`config.mk`:
```
export PLATFORM = sky130hd
export DESIGN_NAME = seg7_scan_reader
export DESIGN_NICKNAME = d
export VERILOG_FILES = /design/src/rtl/seg7_pkg.sv /design/src/rtl/seg7_pattern_decode.sv /design/src/rtl/seg7_scan_reader.sv
export SDC_FILE = /design/constraint.sdc
export NUM_CORES = 1
export LEC_CHECK = 0
export BUFFER_PORTS_ARGS = -buffer_cell sky130_fd_sc_hd__buf_2
export CAP_MARGIN = 30
export CORE_MARGIN = 2
export CORE_UTILIZATION = 60
export DETAILED_ROUTE_END_ITERATION = 6
export PLACE_DENSITY = 0.92
export SYNTH_ARGS = -nofsm -noshare
export SYNTH_HDL_FRONTEND = slang
export SYNTH_SLANG_ARGS = --single-unit
```
`constraint.sdc`:
```
create_clock -name clk -period 3.5 [get_ports clk]
set_input_delay 1.05 -clock clk [delete_from_list [all_inputs] [get_ports clk]]
set_output_delay 1.05 -clock clk [all_outputs]
set_load 0.02 [all_outputs]
```
`src/rtl/seg7_pkg.sv`:
```
// Shared codes and segment patterns for the 7-segment scan reader.
// Pattern bit order is {a,b,c,d,e,f,g}, with bit 6 = a.
package seg7_pkg;

  typedef logic [3:0] code_t;

  localparam code_t CODE_BLANK = 4'hF;
  localparam code_t CODE_ERR   = 4'hE;

  localparam logic [6:0] PAT_0     = 7'h7E;
  localparam logic [6:0] PAT_1     = 7'h30;
  localparam logic [6:0] PAT_2     = 7'h6D;
  localparam logic [6:0] PAT_3     = 7'h79;
  localparam logic [6:0] PAT_4     = 7'h33;
  localparam logic [6:0] PAT_5     = 7'h5B;
  localparam logic [6:0] PAT_6     = 7'h1F;
  localparam logic [6:0] PAT_7     = 7'h70;
  localparam logic [6:0] PAT_8     = 7'h7F;
  localparam logic [6:0] PAT_9     = 7'h73;
  localparam logic [6:0] PAT_BLANK = 7'h00;

endpackage

```
`src/rtl/seg7_pattern_decode.sv`:
```
// Combinational lookup from a 7-segment pattern to a digit code.
// Any pattern outside the map decodes to CODE_ERR.
module seg7_pattern_decode
  import seg7_pkg::*;
(
  input  logic [6:0] pat_i,
  output code_t      code_o
);

  always_comb begin
    code_o = CODE_ERR;
    case (pat_i)
      PAT_0:     code_o = 4'h0;
      PAT_1:     code_o = 4'h1;
      PAT_2:     code_o = 4'h2;
      PAT_3:     code_o = 4'h3;
      PAT_4:     code_o = 4'h4;
      PAT_5:     code_o = 4'h5;
      PAT_6:     code_o = 4'h6;
      PAT_7:     code_o = 4'h7;
      PAT_8:     code_o = 4'h8;
      PAT_9:     code_o = 4'h9;
      PAT_BLANK: code_o = CODE_BLANK;
      default:   code_o = CODE_ERR;
    endcase
  end

endmodule

```
`src/rtl/seg7_scan_reader.sv`:
```
// Receive side of a multiplexed 7-segment link: sync, capture, per-digit filter, framed output.
// Define SEG7_ACTIVE_LOW_EN for common-anode panels (seg_in and dig_sel active low).
module seg7_scan_reader
  import seg7_pkg::*;
#(
  parameter int unsigned NDIG         = 4,
  parameter int unsigned SAMPLE_DLY   = 2,
  parameter int unsigned STABLE_SCANS = 2
) (
  input  logic                clk,
  input  logic                rst_n,
  input  logic [6:0]          seg_in,
  input  logic [NDIG-1:0]     dig_sel,
  output logic [4*NDIG-1:0]   frame_data,
  output logic                frame_valid,
  input  logic                frame_ready,
  output logic [7:0]          err_cnt
);

  localparam logic [4:0] CapAt  = 5'(SAMPLE_DLY + 1);
  localparam logic [4:0] RunMax = 5'(SAMPLE_DLY + 2);
  localparam logic [2:0] CntMax = 3'(STABLE_SCANS);

  logic [6:0]      seg_s1_q, seg_s2_q, seg_syn;
  logic [NDIG-1:0] sel_s1_q, sel_s2_q, sel_syn, sel_prev_q;

  always_ff @(posedge clk or negedge rst_n) begin
    if (!rst_n) begin
      seg_s1_q <= '0;
      seg_s2_q <= '0;
      sel_s1_q <= '0;
      sel_s2_q <= '0;
    end else begin
      seg_s1_q <= seg_in;
      seg_s2_q <= seg_s1_q;
      sel_s1_q <= dig_sel;
      sel_s2_q <= sel_s1_q;
    end
  end

`ifdef SEG7_ACTIVE_LOW_EN
  assign seg_syn = ~seg_s2_q;
  assign sel_syn = ~sel_s2_q;
`else
  assign seg_syn = seg_s2_q;
  assign sel_syn = sel_s2_q;
`endif

  code_t dec_code;

  seg7_pattern_decode u_decode (
    .pat_i  (seg_syn),
    .code_o (dec_code)
  );

  logic                  sel_onehot, cap;
  logic [4:0]            run_q, run_d, held;
  logic [NDIG-1:0][3:0]  cand_q, cand_d, comm_q, comm_d, frame_q, frame_d;
  logic [NDIG-1:0][2:0]  cnt_q, cnt_d;
  logic                  dirty_q, dirty_d, valid_q, valid_d, commit_any;
  logic [7:0]            err_q, err_d;

  assign sel_onehot = (sel_syn != '0) && ((sel_syn & (sel_syn - NDIG'(1))) == '0);

  // held = cycles the current one-hot select has been seen, including this one
  always_comb begin
    held  = (sel_syn != sel_prev_q) ? 5'd1 : run_q + 5'd1;
    cap   = sel_onehot && (held == CapAt);
    run_d = !sel_onehot ? 5'd0 : (held > RunMax) ? RunMax : held;
  end

  always_comb begin
    cand_d     = cand_q;
    cnt_d      = cnt_q;
    comm_d     = comm_q;
    frame_d    = frame_q;
    valid_d    = valid_q;
    dirty_d    = dirty_q;
    err_d      = err_q;
    commit_any = 1'b0;

    for (int i = 0; i < NDIG; i++) begin
      if (cap && sel_syn[i]) begin
        if (dec_code == cand_q[i]) begin
          if (cnt_q[i] != CntMax) cnt_d[i] = cnt_q[i] + 3'd1;
        end else begin
          cand_d[i] = dec_code;
          cnt_d[i]  = 3'd1;
        end
      end
      if (cnt_q[i] == CntMax && cand_q[i] != comm_q[i]) begin
        comm_d[i]  = cand_q[i];
        commit_any = 1'b1;
      end
    end

    if (cap && dec_code == CODE_ERR && err_q != 8'hFF) err_d = err_q + 8'd1;

    if (dirty_q && (!valid_q || frame_ready)) begin
      frame_d = comm_q;
      valid_d = 1'b1;
      dirty_d = 1'b0;
    end else if (valid_q && frame_ready) begin
      valid_d = 1'b0;
    end
    // A commit landing with a frame load must survive into the next frame
    if (commit_any) dirty_d = 1'b1;
  end

  always_ff @(posedge clk or negedge rst_n) begin
    if (!rst_n) begin
      sel_prev_q <= '0;
      run_q      <= '0;
      cand_q     <= {NDIG{CODE_BLANK}};
      cnt_q      <= '0;
      comm_q     <= {NDIG{CODE_BLANK}};
      frame_q    <= {NDIG{CODE_BLANK}};
      valid_q    <= 1'b0;
      dirty_q    <= 1'b0;
      err_q      <= '0;
    end else begin
      sel_prev_q <= sel_syn;
      run_q      <= run_d;
      cand_q     <= cand_d;
      cnt_q      <= cnt_d;
      comm_q     <= comm_d;
      frame_q    <= frame_d;
      valid_q    <= valid_d;
      dirty_q    <= dirty_d;
      err_q      <= err_d;
    end
  end

  assign frame_data  = frame_q;
  assign frame_valid = valid_q;
  assign err_cnt     = err_q;

endmodule

```
## Yosys cells after proc, flatten, opt, wreduce, memory -nomap -nowiden

Cells that the tools add are included.
Widths: inputs -> output; s select.

- Add/sub/neg operators: 7
- Magnitude comparators: 1
- Equal/unequal tests: 34
- Mux-type cells: 20
- Bitwise operators: 5
- Reductions and logical operators: 29

Operator list:

| operator | number |
|---|---|
| $eq 7x7->1 const B | 7 |
| $pmux 4 s11 | 1 |
| $mux 3 | 8 |
| $ne 4x4->1 | 5 |
| $eq 4x4->1 | 4 |
| $reduce_and 2->1 | 8 |
| $mux 5 | 3 |
| $eq 7x6->1 const B | 2 |
| $logic_and 1x1->1 | 14 |
| $add 3x1->3 const B | 4 |
| $eq 3x2->1 const B | 4 |
| $ne 3x2->1 const B | 4 |
| $add 8x1->8 const B | 1 |
| $mux 1 | 8 |
| $ne 2x1->1 const B | 4 |
| $ne 8x8->1 const B | 1 |
| $eq 7x5->1 const B | 1 |
| $logic_not 7->1 | 1 |
| $add 5x1->5 const B | 1 |
| $eq 5x2->1 const B | 1 |
| $gt 5x3->1 const B | 1 |
| $and 4x4->4 | 1 |
| $eq 4x4->1 const B | 1 |
| $logic_not 4->1 | 1 |
| 6 further kinds | 10 |

- Flip-flop bits (word level): 101
- Bits of input ports: 14
- Output and inout port bits: 25
- Word-level logic and storage cells: 121

## Longest topological paths before layout

Gate-level depths: netlist of the first run.

- Word-level depth: 7
- Gate-level depth with buffers: 9
- Depth with buffers taken out: 7

## Cells and area by module

Synthesis of the first run repeated with hierarchy kept, for this count alone.

- Cells, all modules: 375
- Area, all modules: 4758.3 um2

By module, submodules not included:

| module | instances | cells an instance | area each (um2) | seq. area each (um2) |
|---|---|---|---|---|
| seg7_scan_reader | 1 | 328 | 4420.5 | 2587.5 |
| seg7_pattern_decode | 1 | 47 | 337.8 | 0.0 |

## Worst setup path after synthesis of the first run

No wires, ideal clock.

- Path type: register to register
- Start point: reg seg_s2_q[1]
- End point: reg cnt_q[3] (netlist bit)
- Setup time: 126 ps
- Data arrival time: 2466 ps
- Slack: 908 ps
- Stages on the path, launching flop included: 10
- Path buffers: 2
- Clock period less this slack: 2592 ps
- Cell sequence: dfrtp_1 > buf_6 > or3b_1 > a211o_1 > and3_4 > a211oi_4 > buf_6 > xor2_1 > nand3_1 > o32a_1

- Cells in the longest elaborated chain, start to end: 5
- Elaborated cells on any way between the ends: 16

RTL lines:

| element | line | text |
|---|---|---|
| start: declaration | seg7_scan_reader.sv:24 | `logic [6:0] seg_s1_q, seg_s2_q, seg_syn;` |
| start signal: assignment | seg7_scan_reader.sv:35 | `seg_s2_q <= seg_s1_q;` |
| $eq 7x7->1, or another cell as far along | seg7_pattern_decode.sv:12 | `case (pat_i)` |
| $pmux 4 s11 * | seg7_pattern_decode.sv:12 |  |
| $eq 4x4->1 * | seg7_scan_reader.sv:84 | `if (dec_code == cand_q[i]) begin` |
| $ne 2x1->1 (no source line) | n/a |  |
| $reduce_and 2->1 (no source line) | n/a |  |
| end signal: assignment | seg7_scan_reader.sv:125 | `cnt_q <= cnt_d;` |
| end: declaration | seg7_scan_reader.sv:59 | `logic [NDIG-1:0][2:0] cnt_q, cnt_d;` |

Every way passes the cells marked *; elsewhere a longest branch is shown, timed or not.
A chain may end at the register's enable or synchronous reset.

## Worst setup path after layout of the first run

Same ends and word-level chain as after synthesis.

==> impl_metrics.py, run 1 <==
metrics = {
    "run_status": {
        "status": "complete, no violations",
    },
    "global_route": {
        "grt_usage_pct": 24.6,
        "grt_pass1_vias": 3712,
        "grt_pass1_wl_mm": 16.8,
        "grt_start_max_net_pins": 61,
        "antenna_found_initial": 0,
        "gr-total-overflow": 0,
    },
    "min_path": {
        "worstHoldPathCells": 0,
        "hold_class": "register to register",
    },
    "synthesis": {
        "syn_area_per_cell_sq_um": 10.6,
        "synthArstFlopShare_pct": 100,
        "synth_most_common_cell": "nand2_1",
        "synthCells": 464,
        "synth-seq-cells": 101,
        "synth-edff-count": 0,
        "yosysWarnings": 0,
        "synth_commonest_cells": "nand2_1, dfrtp_1, dfstp_2, o21ai_0, xor2_1",
        "synth_area_leaders": "dfrtp_1, dfstp_2, nand2_1",
        "synth_cell_types": 58,
        "synth_seq_area_share_pct": 52.8,
        "yosys.area.top_type": "dfrtp_1",
        "synthFlopType": "dfrtp_1",
        "synth_area_sq_um": 4900,
        "yosys.area.top_type_share_pct": 27.1,
    },
    "cts": {
        "cts_made_buffers": 9,
        "clk_pin_slew_worst_paths_ps": 100,
        "post_cts_resized": 0,
        "h-tree-depth": 3,
        "clk_latency_ps": 380,
        "cts_setup_buffers": 0,
        "ctsRootBufferMaster": "clkbuf_8",
        "cts_sinks": 101,
        "cts_tree": "built",
        "clk_path_buf_depth": 2,
        "cts-hold-fix-buffers": 0,
    },
    "power": {
        "power_density_nw_per_um2": 396,
        "combPwrFrac_pct": 6.7,
        "leakagePower_nw": 2.36,
        "p_switching_mw": 0.561,
        "ir_drop_mv": 0.265,
        "seqPwrFrac_pct": 58.7,
        "power.internal_mw": 1.56,
        "fin_total_pwr_mw": 2.12,
        "switching_share_pct": 26.5,
        "clockPowerShare_pct": 34.6,
    },
    "floorplanning": {
        "row_count": 32,
        "core-area_sq_um": 7810,
        "start_util_pct": 62.7,
        "dieHeight_um": 94.3,
        "die_w_um": 94.3,
        "num_io_pins": 39,
        "die_area_sq_um": 8900,
    },
    "timing": {
        "fin_ws_ps": 534,
        "period_needed_ps": 2970,
        "slew_violations": 0,
        "hold_viol": 0,
        "rsz0062_at_grt": "false",
        "fin_setup_tns_ps": 0,
        "skew_ps": 12.5,
        "setup_viol_count_final": 0,
        "post-route-period-util_pct": 84.7,
        "hold-worst-slack_ps": 356,
        "worst_slew_pin_slew_ps": 781,
        "slew-limit-headroom_pct": 47.8,
        "fmax_mhz": 337,
    },
    "layout": {
        "final_area_sq_um": 5340,
        "multi_input_area_sq_um": 2130,
        "final.fill_count": 568,
        "fin_nets": 518,
        "regArea_sq_um": 2590,
        "drive_gt1_share_pct": 26.1,
        "final_core_util_pct": 68.4,
        "stdcell_count": 601,
        "diodes": 0,
        "area_delta_synth_final_pct": 9.10,
    },
    "place": {
        "place_congestion": 0.909,
        "placed_cell_area_sq_um": 5140,
        "dp_hpwl_mm": 7.13,
        "dp_cells": 585,
        "io_buffers": 38,
        "pre_cts_slack_ps": 607,
    },
    "worst_setup_path": {
        "cp.required_ps": 3760,
        "path_cells": "nor4_2 -> o21a_1 -> a41oi_2 -> a211oi_4 -> xor2_1 -> nand3_1 -> o32a_1",
        "worstRegToRegCells": 7,
        "cp-end-kind": "register",
        "setup.worst_path.start_class": "register",
        "crit_path_top_delay_cell": "a211oi_4",
        "cp.arrival_ps": 3230,
        "crit_type": "register to register",
        "cpPeakStageDelay_ps": 670,
        "crit_fanout": 11,
    },
    "routing": {
        "drc_errors": 0,
        "first_iter_violations": 188,
        "wl_per_cell_um": 16.2,
        "antenna_left": 0,
        "firstDrtPassIters": 5,
        "viasPerCell": 6.05,
        "drt-total-wl_mm": 9.73,
        "num_vias": 3638,
    },
    "flow_run": {
        "maxCapViolations": 0,
    },
}
==> layout make-up <==
type	count	area share (%)
Multi-Input combinational cell	323	40.0
Sequential cell	101	48.4
Tap cell	102	2.39
Clock buffer	10	2.58
Inverter	19	1.33
Clock inverter	6	1.19
Timing Repair Buffer	40	4.12
==> cell usage in the layout, fill, tap and decap left out, types with 4 or more instances in the layout <==
cell type	netlist	layout
a21oi_1	5	5
a41oi_1	6	6
buf_2	4	37
clkbuf_8	0	10
dfrtp_1	53	53
dfstp_2	48	48
ha_1	10	10
inv_1	19	19
mux2_2	17	17
nand2_1	82	82
nand3_1	14	14
nand4_1	9	9
nor2_1	14	14
nor2b_1	7	7
nor3_1	10	10
nor4_1	12	12
o211a_1	4	4
o211ai_1	5	5
o21ai_0	28	28
o22ai_1	7	7
o31a_1	4	4
xnor2_1	21	21
xor2_1	22	22
==> flip-flops by register name (all words and copies together) (netlist names), 4 cells and up <==
register and flops:
sel_prev_q 4, run_q 5, cnt_q 12, sel_s1_q 4, frame_data 16, comm_q 16, sel_s2_q 4, seg_s1_q 7
err_cnt 8, seg_s2_q 7, cand_q 16
==> kinds of logic after synthesis <==
group / synth area share, %
DFF: 52.8
adders and majority gates: 2.55
and+or+nand+nor: 17.0
AOI/OAI and AO/OA: 12.3
muxes: 3.91
other: 0.0766
xor gates and xnor gates: 7.69
buffers and inverters: 3.65
==> routing by layer <==
metal | GRT usage, % | vias up | wire, um
met5 | 0 | - | 0
met4 | 11.8 | 0 | 282
met3 | 5.51 | 35 | 586
met2 | 40.7 | 139 | 4800
met1 | 30.8 | 1774 | 4060
li1 | - | 1690 | -
==> worst paths after layout <==
check / from / end / slack (ps)
min: seg_s1_q[1] / seg_s2_q[1] / 360
min reg2reg: seg_s1_q[1] / seg_s2_q[1] / 360
max in group asynchronous: rst_n / cand_q[14] / 2140
max: seg_s2_q[1] / cnt_q[3] / 530
max reg2reg: seg_s2_q[1] / cnt_q[3] / 530
min in group asynchronous: rst_n / run_q[3] / 650
==> worst max-delay path, delay by kind of cell, from the launching register on <==
| family | cells | cell delay (ps) |
|---|---|---|
| AND/OR/NAND/NOR | 2 | 600 |
| AO/OA/AOI/OAI | 4 | 1490 |
| flip-flops | 1 | 470 |
| XOR/XNOR | 1 | 300 |
==> power groups by stage <==
stage / logic [mW] / clock network, mW / registers (mW)
after floorplan: 0.106 / 0 / 1.24
after global placement: 0.134 / 0 / 1.26
after detailed placement: 0.141 / 0 / 1.26
after CTS: 0.142 / 0.747 / 1.24
after global routing: 0.158 / 0.795 / 1.25
final: 0.141 / 0.733 / 1.24
Power figures use the tool's default switching activity.
==> inputs of run 2 (changes only) <==
==> constraint.sdc (replaced) <==
create_clock -name clk -period 3 [get_ports clk]
set_input_delay 0.9 -clock clk [delete_from_list [all_inputs] [get_ports clk]]
set_output_delay 0.9 -clock clk [all_outputs]
set_load 0.02 [all_outputs]
==> impl_metrics.py, run 2 (synthesis results as in run 1) <==
metrics = {
    "worst_setup_path": {
        "crit_fanout": 11,
        "worstRegToRegCells": 8,
        "cp-startpoint": "seg_s2_q[0]",
        "r2r-end": "cnt_q[3]",
        "path_cells": "or3b_1 -> a211o_1 -> and3_4 -> a211oi_4 -> buf_4 -> xor2_1 -> nand3_1 -> o32a_1",
        "crit_type": "register to register",
        "crit_path_top_delay_cell": "dfrtp_1",
        "cp.arrival_ps": 3060,
        "rr_startpoint": "seg_s2_q[0]",
        "setup.worst_path.start_class": "register",
        "cp.required_ps": 3250,
        "endpoint": "cnt_q[3]",
        "r2r_setup_slack_ps": 200,
        "cpPeakStageDelay_ps": 520,
        "cp-end-kind": "register",
    },
    "layout": {
        "fin_nets": 525,
        "area_delta_synth_final_pct": 10.3,
        "final_cell_mix": "nand2_1, dfrtp_1, dfstp_2, buf_2, o21ai_0",
        "diodes": 0,
        "final_core_util_pct": 69.2,
        "drive_gt1_share_pct": 27.3,
        "final_area_sq_um": 5400,
        "final_common_cell": "nand2_1",
    },
    "global_route": {
        "grt_usage_pct": 24.7,
        "grt_pass1_vias": 3540,
        "grt_pass1_wl_mm": 17.0,
        "antenna_found_initial": 0,
        "gr-total-overflow": 0,
        "grt_start_max_net_pins": 58,
    },
    "cts": {
        "clk_pin_slew_worst_paths_ps": 100,
        "cts_tree": "built",
        "cts_sinks": 101,
        "clk_latency_ps": 370,
        "clk_path_buf_depth": 2,
        "ctsRootBufferMaster": "clkbuf_8",
        "h-tree-depth": 3,
        "cts_made_buffers": 9,
    },
    "power": {
        "ir_drop_mv": 0.480,
        "leakagePower_nw": 2.40,
        "power_density_nw_per_um2": 453,
    },
    "timing": {
        "hold_viol": 0,
        "worst_slew_pin_slew_ps": 686,
        "slew-limit-headroom_pct": 54.1,
        "rsz0062_at_grt": "false",
        "fin_setup_tns_ps": 0,
        "setup_viol_count_final": 0,
        "slew_violations": 0,
        "fmax_mhz": 357,
        "period_needed_ps": 2800,
        "skew_ps": 12.2,
        "hold-worst-slack_ps": 356,
        "post-route-period-util_pct": 93.3,
    },
    "floorplanning": {
        "dieHeight_um": 94.3,
        "num_io_pins": 39,
        "die_area_sq_um": 8900,
        "row_count": 32,
        "start_util_pct": 62.7,
        "core-area_sq_um": 7810,
        "die_w_um": 94.3,
    },
    "run_status": {
        "status": "complete, no violations",
    },
    "routing": {
        "firstDrtPassIters": 5,
        "antenna_left": 0,
        "wl_per_cell_um": 16.8,
        "drc_errors": 0,
        "drt-total-wl_mm": 10.2,
        "viasPerCell": 6.02,
        "first_iter_violations": 231,
        "num_vias": 3660,
    },
    "flow_run": {
        "maxCapViolations": 0,
    },
    "place": {
        "io_buffers": 38,
        "place_congestion": 0.891,
        "placed_cell_area_sq_um": 5190,
        "dp_hpwl_mm": 7.30,
    },
    "min_path": {
        "hold_class": "register to register",
    },
}
==> run 2: changes by cell type in the layout (fill, tap and decap cells not counted), sizes merged <==
cell      before  now
buf           40   47
clkbuf        10    9
clkinvlp       1    0
clkinv         2    3
inv           22   23
==> run 2: how the worst min path moves through the flow <==
stage / start / endpoint / slack, ps / cells past startpoint
after floorplan: seg_s1_q[0] / seg_s2_q[0] / 330 / 0
after global placement: seg_s1_q[3] / seg_s2_q[3] / 330 / 0
after detailed placement: seg_s1_q[1] / seg_s2_q[1] / 330 / 0
after CTS: seg_s1_q[1] / seg_s2_q[1] / 360 / 0
final: seg_s1_q[1] / seg_s2_q[1] / 360 / 0
after global routing: seg_s1_q[3] / seg_s2_q[3] / 370 / 0
==> run 2: area by class of cell <==
type	instances	area (sq um)
Clock buffer	9	124
Tap cell	102	128
Inverter	19	71.3
Clock inverter	7	67.6
Sequential cell	101	2590
Fill cell	564	2400
Multi-Input combinational cell	323	2150
Timing Repair Buffer	47	273
==> run 2: critical path: cells and delay by family (launching register included) <==
family	cells	cell delay [ps]
AOI/OAI and AO/OA	3	930
and+or+nand+nor	3	740
DFF	1	520
xor gates and xnor gates	1	250
buffers and inverters	1	230
==> run 2: per-stage QoR <==
stage               cells  total power [mW]  setup WS, ps
floorplan             465              1.57           408
global placement      591              1.63           333
detailed placement    591              1.64           203
CTS                   607              2.46           168
global route          608              2.55          10.5
finish                608              2.45           200
==> run 2: metal layers <==
metal / GRT usage, % / share of wire (%)
met1: 31.9 / 42
met2: 42.1 / 50
met3: 4.71 / 5.3
met4: 8.33 / 2.5
met5: 0 / 0
==> run 2: report_power, final <==
part           internal [mW]  switching (mW)
Clock                  0.324           0.505
Sequential              1.41          0.0461
Combinational         0.0654           0.103
Total                   1.79           0.654
==> run 2: what timing repair did <==
action	in CTS	in global routing
endpoints found under the setup margin	0	2
hold buffers	0	0
gates resized for setup	0	2
buffers inserted	0	1
